File: src/rtl/dcache_direct_wb_if.sv
// Bus bundle between the CPU D-mem port, the data cache and the off-chip data memory.
// The slave modport is the cache's view; master is the CPU/memory environment.
interface dcache_direct_wb_if #(
    parameter int ADDR_W = 30
);
    logic              proc_read;
    logic              proc_write;
    logic [ADDR_W-1:0] proc_addr;
    logic [31:0]       proc_wdata;
    logic [31:0]       proc_rdata;
    logic              proc_stall;
    logic              mem_read;
    logic              mem_write;
    logic [ADDR_W-3:0] mem_addr;
    logic [127:0]      mem_wdata;
    logic [127:0]      mem_rdata;
    logic              mem_ready;

    modport slave (
        input  proc_read, proc_write, proc_addr, proc_wdata, mem_rdata, mem_ready,
        output proc_rdata, proc_stall, mem_read, mem_write, mem_addr, mem_wdata
    );

    modport master (
        output proc_read, proc_write, proc_addr, proc_wdata, mem_rdata, mem_ready,
        input  proc_rdata, proc_stall, mem_read, mem_write, mem_addr, mem_wdata
    );
endinterface

File: src/rtl/dcache_direct_wb.sv
// Direct-mapped, write-back, write-allocate data cache with 4-word blocks.
// Hits complete combinationally; misses stall for writeback (if dirty) and refill.
module dcache_direct_wb #(
    parameter int ADDR_W  = 30,
    parameter int INDEX_W = 3
) (
    input logic               clk,
    input logic               rst_n,
    dcache_direct_wb_if.slave bus
);
    localparam int TAG_W = ADDR_W - INDEX_W - 2;
    localparam int NBLK  = 1 << INDEX_W;

    typedef enum logic [1:0] {
        IDLE      = 2'd0,
        WRITEBACK = 2'd1,
        ALLOCATE  = 2'd2
    } state_t;

    state_t            state;
    logic [NBLK-1:0]   valid_q;
    logic [NBLK-1:0]   dirty_q;
    logic [TAG_W-1:0]  tag_q  [NBLK];
    logic [127:0]      data_q [NBLK];

    logic              mem_read_q;
    logic              mem_write_q;
    logic [ADDR_W-3:0] mem_addr_q;
    logic [127:0]      mem_wdata_q;

    logic [1:0]         offset;
    logic [INDEX_W-1:0] index;
    logic [TAG_W-1:0]   tag;
    logic               request;
    logic               hit;
    logic               wr_hit;
    logic               refill_done;
    logic [31:0]        hit_word;

    assign offset  = bus.proc_addr[1:0];
    assign index   = bus.proc_addr[INDEX_W+1:2];
    assign tag     = bus.proc_addr[ADDR_W-1:INDEX_W+2];
    assign request = bus.proc_read | bus.proc_write;

    always_comb begin
        hit         = valid_q[index] && (tag_q[index] == tag);
        wr_hit      = (state == IDLE) && bus.proc_write && hit;
        refill_done = (state == ALLOCATE) && bus.mem_ready;
        hit_word    = data_q[index][{offset, 5'b00000} +: 32];
    end

    // Stall and read data are masked during reset so an aborted miss releases the CPU at once.
    assign bus.proc_stall = rst_n && request && !((state == IDLE) && hit);
    assign bus.proc_rdata = (rst_n && (state == IDLE) && hit && bus.proc_read && !bus.proc_write)
                            ? hit_word : 32'd0;

    assign bus.mem_read  = mem_read_q;
    assign bus.mem_write = mem_write_q;
    assign bus.mem_addr  = mem_addr_q;
    assign bus.mem_wdata = mem_wdata_q;

    // Tag and data arrays carry no reset; validity alone decides whether they are meaningful.
    always_ff @(posedge clk) begin
        if (refill_done) begin
            data_q[index] <= bus.mem_rdata;
            tag_q[index]  <= tag;
        end else if (wr_hit) begin
            data_q[index][{offset, 5'b00000} +: 32] <= bus.proc_wdata;
        end
    end

    always_ff @(posedge clk or negedge rst_n) begin
        if (!rst_n) begin
            state       <= IDLE;
            valid_q     <= '0;
            dirty_q     <= '0;
            mem_read_q  <= 1'b0;
            mem_write_q <= 1'b0;
            mem_addr_q  <= '0;
            mem_wdata_q <= '0;
        end else begin
            case (state)
                IDLE: begin
                    if (request && !hit) begin
                        if (dirty_q[index]) begin
                            state       <= WRITEBACK;
                            mem_write_q <= 1'b1;
                            mem_addr_q  <= {tag_q[index], index};
                            mem_wdata_q <= data_q[index];
                        end else begin
                            state      <= ALLOCATE;
                            mem_read_q <= 1'b1;
                            mem_addr_q <= {tag, index};
                        end
                    end else if (wr_hit) begin
                        dirty_q[index] <= 1'b1;
                    end
                end
                WRITEBACK: begin
                    if (bus.mem_ready) begin
                        state       <= ALLOCATE;
                        mem_write_q <= 1'b0;
                        mem_wdata_q <= '0;
                        mem_read_q  <= 1'b1;
                        mem_addr_q  <= {tag, index};
                    end
                end
                ALLOCATE: begin
                    if (bus.mem_ready) begin
                        state          <= IDLE;
                        mem_read_q     <= 1'b0;
                        mem_addr_q     <= '0;
                        valid_q[index] <= 1'b1;
                        dirty_q[index] <= 1'b0;
                    end
                end
                default: begin
                    state       <= IDLE;
                    mem_read_q  <= 1'b0;
                    mem_write_q <= 1'b0;
                    mem_addr_q  <= '0;
                    mem_wdata_q <= '0;
                end
            endcase
        end
    end
endmodule

File: src/flat_wrapper.sv
// flat-port wrapper written by rule: the top's interface ports become plain ports
module dcache_direct_wb_flat 
#(
    parameter int ADDR_W  = 30,
    parameter int INDEX_W = 3
)
  (clk, rst_n, bus_proc_read, bus_proc_write, bus_proc_addr, bus_proc_wdata, bus_mem_rdata, bus_mem_ready, bus_proc_rdata, bus_proc_stall, bus_mem_read, bus_mem_write, bus_mem_addr, bus_mem_wdata);
  dcache_direct_wb_if #(.ADDR_W(ADDR_W)) bus_i ();
  input logic clk;
  input logic rst_n;
  input wire logic [$bits(bus_i.proc_read)-1:0] bus_proc_read;
  input wire logic [$bits(bus_i.proc_write)-1:0] bus_proc_write;
  input wire logic [$bits(bus_i.proc_addr)-1:0] bus_proc_addr;
  input wire logic [$bits(bus_i.proc_wdata)-1:0] bus_proc_wdata;
  input wire logic [$bits(bus_i.mem_rdata)-1:0] bus_mem_rdata;
  input wire logic [$bits(bus_i.mem_ready)-1:0] bus_mem_ready;
  output wire logic [$bits(bus_i.proc_rdata)-1:0] bus_proc_rdata;
  output wire logic [$bits(bus_i.proc_stall)-1:0] bus_proc_stall;
  output wire logic [$bits(bus_i.mem_read)-1:0] bus_mem_read;
  output wire logic [$bits(bus_i.mem_write)-1:0] bus_mem_write;
  output wire logic [$bits(bus_i.mem_addr)-1:0] bus_mem_addr;
  output wire logic [$bits(bus_i.mem_wdata)-1:0] bus_mem_wdata;
  assign bus_i.proc_read = bus_proc_read;
  assign bus_i.proc_write = bus_proc_write;
  assign bus_i.proc_addr = bus_proc_addr;
  assign bus_i.proc_wdata = bus_proc_wdata;
  assign bus_i.mem_rdata = bus_mem_rdata;
  assign bus_i.mem_ready = bus_mem_ready;
  assign bus_proc_rdata = bus_i.proc_rdata;
  assign bus_proc_stall = bus_i.proc_stall;
  assign bus_mem_read = bus_i.mem_read;
  assign bus_mem_write = bus_i.mem_write;
  assign bus_mem_addr = bus_i.mem_addr;
  assign bus_mem_wdata = bus_i.mem_wdata;
  dcache_direct_wb #(.ADDR_W(ADDR_W), .INDEX_W(INDEX_W)) u_core (.clk(clk), .rst_n(rst_n), .bus(bus_i));
endmodule
File: config.mk
export PLATFORM = sky130hd
export DESIGN_NAME = dcache_direct_wb_flat
export DESIGN_NICKNAME = d
export VERILOG_FILES = /design/src/rtl/dcache_direct_wb_if.sv /design/src/rtl/dcache_direct_wb.sv /design/src/flat_wrapper.sv
export SDC_FILE = /design/constraint.sdc
export NUM_CORES = 1
export LEC_CHECK = 0
export BUFFER_PORTS_ARGS = -buffer_cell sky130_fd_sc_hd__clkbuf_2
export CAP_MARGIN = 10
export CORE_UTILIZATION = 30
export DETAILED_ROUTE_END_ITERATION = 6
export MAX_ROUTING_LAYER = met4
export PLACE_DENSITY_LB_ADDON = 0.3
export SKIP_CTS_REPAIR_TIMING = 1
export SKIP_LAST_GASP = 1
export SLEW_MARGIN = 20
export SYNTH_ARGS = -nofsm -noshare
export SYNTH_HDL_FRONTEND = slang
export SYNTH_SLANG_ARGS = --single-unit
File: constraint.sdc
create_clock -name clk -period 5.9 [get_ports clk]
set_input_delay 0.885 -clock clk [delete_from_list [all_inputs] [get_ports clk]]
set_output_delay 0.885 -clock clk [all_outputs]
set_load 0.03 [all_outputs]
==> results.json, run 1 <==
{
  "outcome": "finished, final reports clean",
  "synth-async-reset-ratio_pct": 12.57,
  "syn-num-nets": 3818,
  "synth_commonest_cells": "edfxtp_1, a22oi_1, nand2_1",
  "synth_top_area_cell": "edfxtp_1",
  "nNetsFinal": 4277,
  "synth_seq_cells": 1400,
  "max_cap_violations": 0,
  "die-area_mm2": 0.1870,
  "drtIter0Drc": 4219,
  "layout_setup_ws_ns": 0.3434,
  "syn_area_mm2": 0.05558,
  "grt_antenna_before_repair": 29,
  "start_kind": "input pin",
  "num_rows": 157,
  "cts_tree": "yes",
  "syn2layout_area_growth_pct": 21.12,
  "htree_levels": 4,
  "die_y_um": 432.4,
  "fp.dieW_um": 432.4,
  "grt_max_degree": 133,
  "clock_latency_ns": 0.81,
  "relSlewSlack_pct": 24.94,
  "tightest_slew_ns": 1.123,
  "ioPinCount": 386,
  "hold_viol": 0,
  "grt.busiest_layer": "met2",
  "cts_root_buf": "clkbuf_16",
  "internal_power_w": 0.01796,
  "gr-usage-met1_pct": 27.12,
  "whs_ns": 0.4234,
  "grt_pass1_wl_um": 279700,
  "hp-class": "in2reg",
  "met2_usage_pct": 33.80,
  "p_clk_share_pct": 37.0,
  "crit_path_end_kind": "output pin",
  "required_ns": 5.02,
  "initial_utilization_pct": 30.30,
  "rsz0062_at_grt": "false",
  "ant_nets": 0,
  "synth_cells": 3618,
  "setup_violations": 0,
  "synth_top_area_share_pct": 66.12,
  "p_sw_w": 0.007434,
  "fin_crit_ns": 5.557,
  "syn_area_per_cell_um2": 15.36,
  "path_clk_slew_ns": 0.06,
  "synth.most_common_cell": "edfxtp_1",
  "dr.pass1.iters": 6,
  "r2r_setup_slack_ns": 1.54,
  "grt_util_met3_pct": 3.859,
  "comb_power_share_pct": 16.0,
  "synth-seq-area-share_pct": 74.05,
  "cp_max_fo": 32,
  "hpwl_um": 131100,
  "ys_top_cells_by_area": "edfxtp_1, dfrtp_1, a22oi_1",
  "pre_cts_ws_ns": 0.2740,
  "core_mm2": 0.1835,
  "ys.flop_type": "edfxtp_1",
  "cts_buffer_depth": 3,
  "synthDistinctLibCells": 56,
  "vias": 36170,
  "yosys_warnings": 0,
  "vdd_drop_max_uv": 307.4,
  "overflow": 0,
  "p_leak_nw": 22.98,
  "wire_per_inst_um": 30.41,
  "finalWeightedCongestion": 0.9109,
  "finalCritPeriodShare_pct": 94.18,
  "io_buffer_count": 385,
  "grt_pass1_vias": 34800,
  "swShare_pct": 29.27,
  "grt_use_total_pct": 21.92,
  "fmaxAchievable_mhz": 180.0,
  "wl_um": 203300,
  "drive_gt1_share_pct": 22.84,
  "finalSetupTns_ns": 0,
  "cp_data_arrival_time_ns": 4.67,
  "drcViolationCount": 0,
  "clock-sinks": 1400,
  "p_per_area_mw_per_mm2": 377.2,
  "cts_made_buffers": 146,
  "critPathKind": "in2out",
  "viasPerCell": 5.412,
  "synth_edf_count": 1224,
  "drv_slew": 0,
  "fin_skew_ns": 0.06683,
  "seq_power_share_pct": 46.9
}
path summary, 6_finish.rpt:
path / start / to / cells past startpoint
setup / recovery: bus_proc_addr[2] / bus_proc_rdata[19] / 12
hold / removal: bus_proc_addr[16] / u_core.tag_q[3][11] / 1
setup reg to reg: u_core.tag_q[5][3] / u_core.data_q[3][23] / 10
hold reg to reg: u_core.valid_q[7] / u_core.valid_q[7] / 1
max in group asynchronous: rst_n / u_core.bus.mem_wdata[41] / 4
min in group asynchronous: rst_n / u_core.bus.mem_wdata[94] / 2
area by class of cell:
cell class,count,area (um^2)
antenna,20,50.05
clock buffer,183,3894
clock inverter,87,1026
fill,17480,116100
inverter,58,217.7
multi-input combinational,1893,13690
sequential,1400,41160
tap,2464,3083
timing repair buffer,578,4207
metal layers:
layer  share of wire [%]  wire length (um)  vias up
met1                  39             79220    18680
li1                    -                 -    15330
met4                 5.8             11790        0
met2                  48             96860     1790
met5                   0                 0        -
met3                 7.6             15380      375
flip-flops by register name (all words and copies together) (netlist names), named ones only:
name / flops
u_core.bus.mem_read: 1
u_core.bus.mem_wdata: 128
u_core.bus.mem_addr: 28
u_core.bus.mem_write: 1
u_core.valid_q: 8
u_core.data_q: 1024
u_core.tag_q: 200
u_core.state: 2
cell families (layout without fill, tap and decap cells):
| group | after synthesis | count (layout) | share of synthesized area [%] |
|---|---|---|---|
| buffers and inverters | 325 | 906 | 2.323 |
| XOR/XNOR | 8 | 8 | 0.1261 |
| other | 0 | 20 | 0 |
| AND/OR/NAND/NOR | 600 | 600 | 5.580 |
| multiplexers | 255 | 255 | 5.749 |
| AO/OA/AOI/OAI | 1025 | 1025 | 12.06 |
| adder cells (fa/ha/maj) | 5 | 5 | 0.1125 |
| flip-flops | 1400 | 1400 | 74.05 |
stage by stage:
stage / power (W) / std cells / instance area (um^2) / utilization, %
after global routing: 0.02611 / 6674 / 67300 / 36.68
after floorplan: 0.01423 / 3618 / 55580 / -
after CTS: 0.02553 / 6660 / 67220 / 36.64
final: 0.02540 / 6683 / 67320 / 36.69
after global placement: 0.01615 / 6389 / 62270 / 33.94
after detailed placement: 0.01620 / 6390 / 62300 / 33.95
layout by cell type (no fill, tap or decap), types with 10 or more instances in the layout:
master,netlist,routed
o21ai_0,191,189
mux2_1,13,13
diode_2,0,20
and3_1,14,13
clkinv_2,0,25
a22oi_1,500,500
mux2i_1,155,155
dfrtp_1,176,175
clkbuf_2,0,382
nor3_1,36,35
buf_4,1,129
inv_1,56,56
or2_2,10,10
o21a_1,15,15
o22ai_1,30,30
edfxtp_1,1224,1224
mux4_2,46,46
clkbuf_1,225,28
nand3_1,17,15
and4_1,119,119
nor2_1,80,65
clkinv_1,0,25
nor2_4,0,14
o21ai_1,138,139
a21oi_1,83,51
a21oi_4,0,32
clkbuf_16,0,147
bufinv_16,0,14
a22o_1,10,10
a221oi_1,36,36
buf_12,0,62
mux2_2,41,41
nand2_1,281,281
critical path, stage by stage:
cell and delay [ns]:
buf_2 0.44, buf_4 0.39, mux2_2 0.37, a221o_1 0.30, o2bb2ai_1 0.17, xnor2_1 0.27
o2111ai_1 0.19, or4_4 0.49, or3_2 0.53, buf_12 0.20, nor2_1 0.15, clkbuf_2 0.22
power groups by stage:
stage,clock [W],combinational (W),sequential (W)
6_report,0.00941,0.00407,0.0119
5_1_grt,0.00986,0.00428,0.0120
4_1_cts,0.00953,0.00408,0.0119
3_5_place_dp,0,0.00407,0.0121
3_3_place_gp,0,0.00404,0.0121
2_1_floorplan,0,0.00140,0.0128
Power figures use the tool's default switching activity.
==> run 2: changes to the inputs <==
--- a/config.mk
+++ b/config.mk
@@ -10,7 +10,7 @@
 export CORE_UTILIZATION = 30
 export DETAILED_ROUTE_END_ITERATION = 6
 export MAX_ROUTING_LAYER = met4
-export PLACE_DENSITY_LB_ADDON = 0.3
+export PLACE_DENSITY = 0.5
 export SKIP_CTS_REPAIR_TIMING = 1
 export SKIP_LAST_GASP = 1
 export SLEW_MARGIN = 20
==> run 2 against run 1 <==
  * The run now ends with negative hold slack left
  * Register-to-register slack improved by 0.07 ns
  * Combinational power rose by 2%
  * Critical endpoint is now bus_proc_rdata[4]
  * Via count barely moved
  * Hold slack got worse by 0.43 ns
  * Global-route usage rose by 0.35 points
  * Die area did not move
  * Clock power rose by 2.6%
  * Wire length rose by 1.2%
  * Sequential cell count did not move
==> results.json, run 2 (synthesis gave the netlist of run 1 again) <==
{
  "outcome": "complete, but fails checks",
  "failed_checks": "negative hold slack",
  "whs_ns": -0.006381,
  "cts_made_buffers": 152,
  "path_clk_slew_ns": 0.06,
  "clock-sinks": 1400,
  "cp_max_fo": 32,
  "stdcell_area_mm2": 0.06865,
  "largest-register": "u_core.data_q",
  "fin_cells": 6808,
  "p_leak_nw": 23.74,
  "wl_um": 205700,
  "fmaxAchievable_mhz": 178.3,
  "cts_tree": "yes",
  "p_per_area_mw_per_mm2": 373.5,
  "worst-r2r-cell-count": 13,
  "setup_violations": 0,
  "start_kind": "input pin",
  "required_ns": 5.02,
  "placed_cells": 6520,
  "critPathKind": "in2out",
  "num_rows": 157,
  "grt_max_degree": 131,
  "fin_skew_ns": 0.08376,
  "vdd_drop_max_uv": 316.1,
  "cts_buffer_depth": 3,
  "drv_slew": 0,
  "cp_cell_sequence": "buf_2, buf_4, mux4_2, mux2i_1, xnor2_1, a2111oi_2, nand3_1, or4_4, or3_2, buf_12, nor2_1, clkbuf_2",
  "crit_cells": 12,
  "hp-class": "in2async",
  "viasPerCell": 5.314,
  "rsz0062_at_grt": "false",
  "initial_utilization_pct": 30.30,
  "postPlaceCellArea_mm2": 0.06353,
  "clock_latency_ns": 0.84,
  "vias": 36180,
  "drtIter0Drc": 3890,
  "largest_reg_flops": 1024,
  "dr.pass1.iters": 5,
  "nNetsFinal": 4410,
  "grt_antenna_before_repair": 33,
  "layout_commonest_cell": "edfxtp_1",
  "overflow": 0,
  "finalWeightedCongestion": 0.8729,
  "die-area_mm2": 0.1870,
  "core_mm2": 0.1835,
  "ioPinCount": 386,
  "syn2layout_area_growth_pct": 23.51,
  "critical_path.max_stage_delay_ns": 0.61,
  "critPathSlowestCell": "or4_4",
  "grt_pass1_wl_um": 283300,
  "finalCritPeriodShare_pct": 95.07,
  "fin_crit_ns": 5.609,
  "die_y_um": 432.4,
  "ant_nets": 0,
  "tightest_slew_ns": 1.127,
  "wire_per_inst_um": 30.22,
  "critPathBufInv": 4,
  "drive_gt1_share_pct": 24.94,
  "relSlewSlack_pct": 24.70,
  "grt_use_total_pct": 22.28,
  "crit_path_end_kind": "output pin",
  "cts_root_buf": "clkbuf_16",
  "drcViolationCount": 0,
  "mostFrequentLayoutCells": "edfxtp_1, a22oi_1, clkbuf_2",
  "finalSetupTns_ns": 0,
  "io_buffer_count": 385,
  "max_cap_violations": 0,
  "fill_cells": 17420,
  "hold_viol": 2,
  "htree_levels": 4,
  "crit_family": "simple AND/OR/NAND/NOR gates",
  "cp_data_arrival_time_ns": 4.72,
  "hpwl_um": 138900,
  "fp.dieW_um": 432.4,
  "grt_pass1_vias": 34840
}
[run 2: cell count changes in the layout (fill, tap and decap cells not counted), sizes merged]
cell,delta
buf,+128
diode,-11
bufinv,-1
clkbuf,+23
clkinv,-7
clkinvlp,-6
dlygate4sd3,-1
[run 2: final cells by class]
class                           count  area (um^2)  area share [%]
Tap cell                         2464         3083           4.491
Multi-Input combinational cell   1893        13690           19.94
Clock buffer                      206         4116           5.996
Sequential cell                  1400        41160           59.95
Timing Repair Buffer              705         5380           7.837
Inverter                           58        217.7          0.3171
Antenna cell                        9        22.52         0.03280
Clock inverter                     73        984.7           1.434
[run 2: final timing paths]
| check | to | start | slack (ns) |
|---|---|---|---|
| setup / recovery | bus_proc_rdata[4] | bus_proc_addr[2] | 0.29 |
| hold / removal | u_core.bus.mem_addr[21] | rst_n | -0.006 |
| setup reg to reg | u_core.data_q[7][28] | u_core.tag_q[1][6] | 1.61 |
| hold reg to reg | u_core.valid_q[7] | u_core.valid_q[7] | 0.46 |
| max in group asynchronous | u_core.bus.mem_wdata[91] | rst_n | 4.11 |
| min in group clk | u_core.tag_q[6][10] | bus_proc_addr[15] | 0.38 |
[run 2: worst reg2reg max path: cells and delay by family, from the launching register on]
kind            cells  cell delay (ns)
compound gates      1             0.42
xor+xnor            1             0.16
buf+inv             5             1.05
flops               1             0.39
mux                 2             0.69
simple gates        4             1.39
[run 2: where the power goes]
| group | switching (W) | internal [W] | total [W] |
|---|---|---|---|
| logic | 0.00299 | 0.00116 | 0.00415 |
| clock network | 0.00411 | 0.00554 | 0.00965 |
| registers | 0.000350 | 0.0115 | 0.0119 |
[run 2: per-layer routing]
metal	track usage [%]	routed length, um	part of all wire [%]	up-vias
li1	-	-	-	15540
met4	9.848	9169	4.5	0
met2	35.73	100800	49	1476
met3	3.227	12400	6.0	313
met1	28.02	83340	41	18850
met5	-	0	0	-
[run 2: per-stage QoR]
| step | power, W | hold slack, ns | setup slack [ns] | util [%] |
|---|---|---|---|---|
| 2_1_floorplan | 0.01423 | 0.4311 | 0.2229 | - |
| 3_3_place_gp | 0.01621 | 0.4505 | 0.2925 | 34.63 |
| 3_5_place_dp | 0.01625 | 0.4515 | 0.2866 | 34.63 |
| 4_1_cts | 0.02585 | -0.01616 | 0.2816 | 37.41 |
| 5_1_grt | 0.02647 | 0.01232 | 0.1085 | 37.42 |
| 6_report | 0.02564 | -0.006381 | 0.2910 | 37.42 |
